<file path="config.mk">
export PLATFORM = sky130hd
export DESIGN_NAME = lms_src_gen
export DESIGN_NICKNAME = d
export VERILOG_FILES = /design/src/rtl/lms_src_gen.sv
export SDC_FILE = /design/constraint.sdc
export NUM_CORES = 1
export LEC_CHECK = 0
export CORE_MARGIN = 3
export CORE_UTILIZATION = 63
export DETAILED_ROUTE_END_ITERATION = 8
export GPL_ROUTABILITY_DRIVEN = 0
export HOLD_SLACK_MARGIN = 0.15
export PLACE_DENSITY = 0.86
export SLEW_MARGIN = 20
export SYNTH_ARGS = -nofsm -noshare
export SYNTH_HDL_FRONTEND = slang
export SYNTH_SLANG_ARGS = --single-unit
</file>
<file path="constraint.sdc">
create_clock -name clk -period 12.5 [get_ports clk]
set_input_delay 1.25 -clock clk [delete_from_list [all_inputs] [get_ports clk]]
set_output_delay 1.25 -clock clk [all_outputs]
set_load 0.005 [all_outputs]
</file>
<file path="src/rtl/lms_src_gen.sv">
// Tone + filtered-LFSR-noise stimulus source for the LMS canceller; outputs registered one edge after each RUN strobe.
// Optional chirp mode (ramping phase increment) is built when LMS_SRC_SWEEP_EN is defined.
module lms_src_gen #(
  parameter logic [15:0] PHASE_INC  = 16'd1024,
  parameter logic [15:0] NOISE_SEED = 16'hACE1
) (
  input  logic              clk,
  input  logic              rst,
  input  logic              start,
  input  logic              stop,
  input  logic              sample_en,
  input  logic [15:0]       burst_len,
  output logic signed [7:0] data,
  output logic signed [7:0] ref_data,
  output logic signed [7:0] clean,
  output logic              valid,
  output logic              busy,
  output logic              done
);

  typedef enum logic [1:0] {IDLE, PRIME, RUN, DONE} state_t;

  state_t            state, state_nxt;
  logic [15:0]       lfsr, lfsr_nxt;
  logic [15:0]       phase, cnt, len_q, inc;
  logic              pcnt;
  logic              accept, step, run_step, last;
  logic signed [7:0] lbyte, r0, r1, r2, r1h, r2q, tone_v, data_nxt;
  logic signed [9:0] p, sum;

  // Quarter-wave table, k = 0..16, of round(48*sin(2*pi*k/64)).
  function automatic logic [5:0] quarter(input logic [4:0] i);
    case (i)
      5'd0:  quarter = 6'd0;
      5'd1:  quarter = 6'd5;
      5'd2:  quarter = 6'd9;
      5'd3:  quarter = 6'd14;
      5'd4:  quarter = 6'd18;
      5'd5:  quarter = 6'd23;
      5'd6:  quarter = 6'd27;
      5'd7:  quarter = 6'd30;
      5'd8:  quarter = 6'd34;
      5'd9:  quarter = 6'd37;
      5'd10: quarter = 6'd40;
      5'd11: quarter = 6'd42;
      5'd12: quarter = 6'd44;
      5'd13: quarter = 6'd46;
      5'd14: quarter = 6'd47;
      5'd15: quarter = 6'd48;
      5'd16: quarter = 6'd48;
      default: quarter = 6'd0;
    endcase
  endfunction

  function automatic logic signed [7:0] tone(input logic [5:0] idx);
    logic [4:0] qi;
    logic [7:0] mag;
    qi   = idx[4] ? 5'(6'd32 - {1'b0, idx[4:0]}) : idx[4:0];
    mag  = {2'b00, quarter(qi)};
    tone = idx[5] ? -$signed(mag) : $signed(mag);
  endfunction

  assign accept   = (state == IDLE) && start;
  assign step     = sample_en && ((state == PRIME) || (state == RUN));
  assign run_step = sample_en && (state == RUN);
  assign last     = (len_q != 16'd0) && ((cnt + 16'd1) == len_q);

  assign lfsr_nxt = {lfsr[0] ^ lfsr[2] ^ lfsr[3] ^ lfsr[5], lfsr[15:1]};
  assign lbyte    = lfsr_nxt[7:0];
  assign r0       = lbyte >>> 2;
  assign r1h      = r1 >>> 1;
  assign r2q      = r2 >>> 2;
  assign p        = {{2{r0[7]}}, r0} - {{2{r1h[7]}}, r1h} + {{2{r2q[7]}}, r2q};

  assign tone_v   = tone(phase[15:10]);
  assign sum      = {{2{tone_v[7]}}, tone_v} + p;
  assign data_nxt = (sum > 10'sd127)  ? 8'sd127 :
                    (sum < -10'sd128) ? -8'sd128 : sum[7:0];

  assign busy = (state == PRIME) || (state == RUN);
  assign done = (state == DONE);

`ifdef LMS_SRC_SWEEP_EN
  always_ff @(posedge clk) begin
    if (rst || accept) inc <= PHASE_INC;
    else if (run_step) inc <= inc + 16'd1;
  end
`else
  assign inc = PHASE_INC;
`endif

  always_ff @(posedge clk) begin
    if (rst) state <= IDLE;
    else     state <= state_nxt;
  end

  always_comb begin
    state_nxt = state;
    case (state)
      IDLE:  if (start) state_nxt = PRIME;
      PRIME: begin
        if (stop)             state_nxt = DONE;
        else if (step && pcnt) state_nxt = RUN;
      end
      RUN: begin
        if (stop || (run_step && last)) state_nxt = DONE;
      end
      DONE:  state_nxt = IDLE;
      default: state_nxt = IDLE;
    endcase
  end

  always_ff @(posedge clk) begin
    if (rst) begin
      lfsr     <= NOISE_SEED;
      phase    <= 16'd0;
      cnt      <= 16'd0;
      len_q    <= 16'd0;
      pcnt     <= 1'b0;
      r1       <= 8'sd0;
      r2       <= 8'sd0;
      data     <= 8'sd0;
      ref_data <= 8'sd0;
      clean    <= 8'sd0;
      valid    <= 1'b0;
    end else begin
      valid <= 1'b0;
      if (accept) begin
        len_q <= burst_len;
        phase <= 16'd0;
        cnt   <= 16'd0;
        pcnt  <= 1'b0;
        r1    <= 8'sd0;
        r2    <= 8'sd0;
      end
      if (step) begin
        lfsr <= lfsr_nxt;
        r1   <= r0;
        r2   <= r1;
        if (state == PRIME) pcnt <= 1'b1;
      end
      // Outputs only move on RUN steps; PRIME merely fills the delay line.
      if (run_step) begin
        clean    <= tone_v;
        data     <= data_nxt;
        ref_data <= r0;
        valid    <= 1'b1;
        phase    <= phase + inc;
        cnt      <= cnt + 16'd1;
      end
    end
  end

endmodule

</file>
==> metrics.txt <==
status=complete, no violations; Setup TNS=0 ns; Psw=0.000446 W; post-cts sizing count=0; number of synthesized register bits=89; clk_skew=0.0188 ns; Pleak=2.24 nW; Post-synth EDFFs=0; initial drt markers=398; CTS Hold Bufs=0; Routed WL=12400 um; die height=98.3 um; CTS tree=yes; peak supply drop=0.144 mV; Arr. time, crit path=5.64 ns; cell internal pwr=0.000621 W; Antenna Nets Post-Route=0; Initial Util=65.0%; most frequent cell after synthesis=nand2_1; Total GRT Usage=25.5%; Mapped Nets=737; DP Wirelength=8860 um; MaxCap Viol Count=0; setup bufs post-CTS=0; critical path's most frequent cell=ha_1; Final Max Tran Viols=0; cts bufs inserted=9; synthesized instance count=680; io pins=48; Seq pwr share=34.1%; part of the Yosys area used for sequential elements=33.2%; crit path cell chain=inv_1, ha_1, nand2_1, o21ai_0, ha_1, or2_1, a21boi_0, o21ai_0, and3b_1, a31oi_2, xor2_1, fa_1, inv_1, ha_1, nor2b_1, o2111a_1, o31ai_1, a31o_2, a31oi_1, a41oi_1, o211ai_1; # diodes=0; Primary FF master, synth=dfxtp_1; syn avg cell area=7.90 sq um; via total after detailed routing=4913; Mapped Area=0.00537 sq mm; CTS H-tree lvls=3; post-layout min period=5.40 ns; startpoint types=flip-flop; clk buf depth=2; synth-to-layout area growth=11.8%; placed cell count=796; combinational share of power=48.2%; DRC viols=0; die area=0.00967 sq mm; Critical Path RT=12.74 ns; HP Class=flip-flop to flip-flop; DR vias/cell=6.05; PortBufs=47; Initial DRT Pass Iterations=5; RSZ-0062 raised after global routing=no; clock group share of total power=17.7%; row count=33; crit end category=flip-flop; slowest stage delay, CP=0.49 ns; Die X=98.3 um; share of post-route cells with drive strength above 1=5.37%; Fin. Hold Viols=0; library cells used by synthesis=67; clk slew on worst S/H paths=0.10 ns; pin count of the biggest net entering global routing=77; Setup violations, final=0; final cell count without fillers=812; clock tree sinks=89; Slew headroom=43.8%; first-pass GRT wire length=20600 um; Pwr Density=178 mW/mm^2; Layout fillers=658; synth cell count leaders=nand2_1 (133), dfxtp_1 (89), a21oi_1 (67); slowest CP cell=dfxtp_1; worst skew pair latency=0.37 ns; initial antenna violation count=0; FMAX=185 MHz; Clock Tree Root=clkbuf_8; critical path class=flip-flop to flip-flop; worst-path maximum fanout=8; Sw Ratio=41.8%; fraction of registers with async set/reset=0%; GRT Residual Overflow=0; Core ar.=0.00826 sq mm; top cells by area, synth=dfxtp_1 (33%), nand2_1 (9.3%), a21oi_1 (6.2%), fa_1 (5.2%), ha_1 (5.1%); Least-Margin Pin Slew=0.843 ns; Wirelength per Cell=15.2 um; Total Nets Final=759; area share of the largest cell type after synthesis=33.2%; Final period util=43.2%; Yosys Warn Count=0; area leader, netlist=dfxtp_1; vias in the first global route=4583
==> critical path, delay by kind of cell (launching register included) <==
kind,cells,cell delay [ns]
and+or+nand+nor,4,0.73
AOI/OAI and AO/OA,10,2.21
buffers and inverters,2,0.24
xor gates and xnor gates,1,0.29
adders and majority gates,4,1.33
DFF,1,0.49
==> logic make-up after synthesis <==
logic type	Yosys count	share of synthesized area (%)
AND/OR/NAND/NOR	278	23.9
AO/OA/AOI/OAI	161	19.2
flip-flops	89	33.2
buffers and inverters	78	5.99
adder cells (fa/ha/maj)	36	10.3
XOR/XNOR	32	5.92
multiplexers	6	1.44
==> final timing paths <==
kind / startpoint / end / slack (ns) / depth (start not counted)
hold reg to reg: lfsr[10] / lfsr[9] / 0.46 / 2
setup reg to reg: phase[10] / data[4] / 7.10 / 21
hold / removal: lfsr[10] / lfsr[9] / 0.46 / 2
setup / recovery: phase[10] / data[4] / 7.10 / 21
==> power by group through the flow <==
stage	registers (W)	clock network, W	logic, W
2_1_floorplan	0.000360	0	0.000380
5_1_grt	0.000370	0.000204	0.000574
3_5_place_dp	0.000370	0	0.000508
4_1_cts	0.000363	0.000191	0.000512
3_3_place_gp	0.000366	0	0.000484
6_report	0.000364	0.000189	0.000514
==> state kept, by name, indices dropped and copies added (netlist names), 2 cells and up <==
name      flops
cnt          16
len_q        16
lfsr         16
clean         8
data          8
phase         6
ref_data      6
r1            5
r2            4
state         2
==> per-stage QoR <==
step / hold WS, ns / power, W / utilization [%] / cell area, sq um / setup WS [ns]
floorplan: 0.432 / 0.000740 / - / 5370 / 7.64
global placement: 0.442 / 0.000850 / 70.4 / 5810 / 7.44
detailed placement: 0.444 / 0.000877 / 70.4 / 5810 / 7.12
CTS: 0.459 / 0.00107 / 72.7 / 6000 / 7.11
global route: 0.485 / 0.00115 / 72.7 / 6000 / 6.47
finish: 0.459 / 0.00107 / 72.7 / 6000 / 7.10
==> layout by cell type, fill, tap and decap left out, types with 10 or more instances in the layout <==
cell	synthesis	layout
a21oi_1	67	67
clkbuf_8	0	10
clkdlybuf4s50_1	0	46
dfxtp_1	89	89
fa_1	14	14
ha_1	22	22
inv_1	39	39
nand2_1	133	133
nand3_1	13	13
nand4_1	10	10
nor2_1	50	50
nor3_1	15	15
o211ai_1	11	11
o21ai_0	24	24
xnor2_1	21	21
==> metal layers <==
| metal | part of all wire, % | GRT usage (%) | vias to the layer above |
|---|---|---|---|
| li1 | - | - | 2387 |
| met2 | 49 | 43.4 | 176 |
| met1 | 43 | 32.7 | 2320 |
| met5 | 0 | 0 | - |
| met4 | 2.1 | 10.1 | 0 |
| met3 | 5.6 | 3.43 | 30 |
==> final cells by class <==
cell class / instances / area, sq um / share of cell area [%]
multi-input combinational: 513 / 3270 / 54.4
clock buffer: 10 / 138 / 2.29
inverter: 39 / 146 / 2.44
sequential: 89 / 1780 / 29.7
clock inverter: 6 / 51.3 / 0.855
tap: 105 / 131 / 2.19
timing repair buffer: 50 / 488 / 8.13
Note: power is estimated with default switching activity, not from simulation.
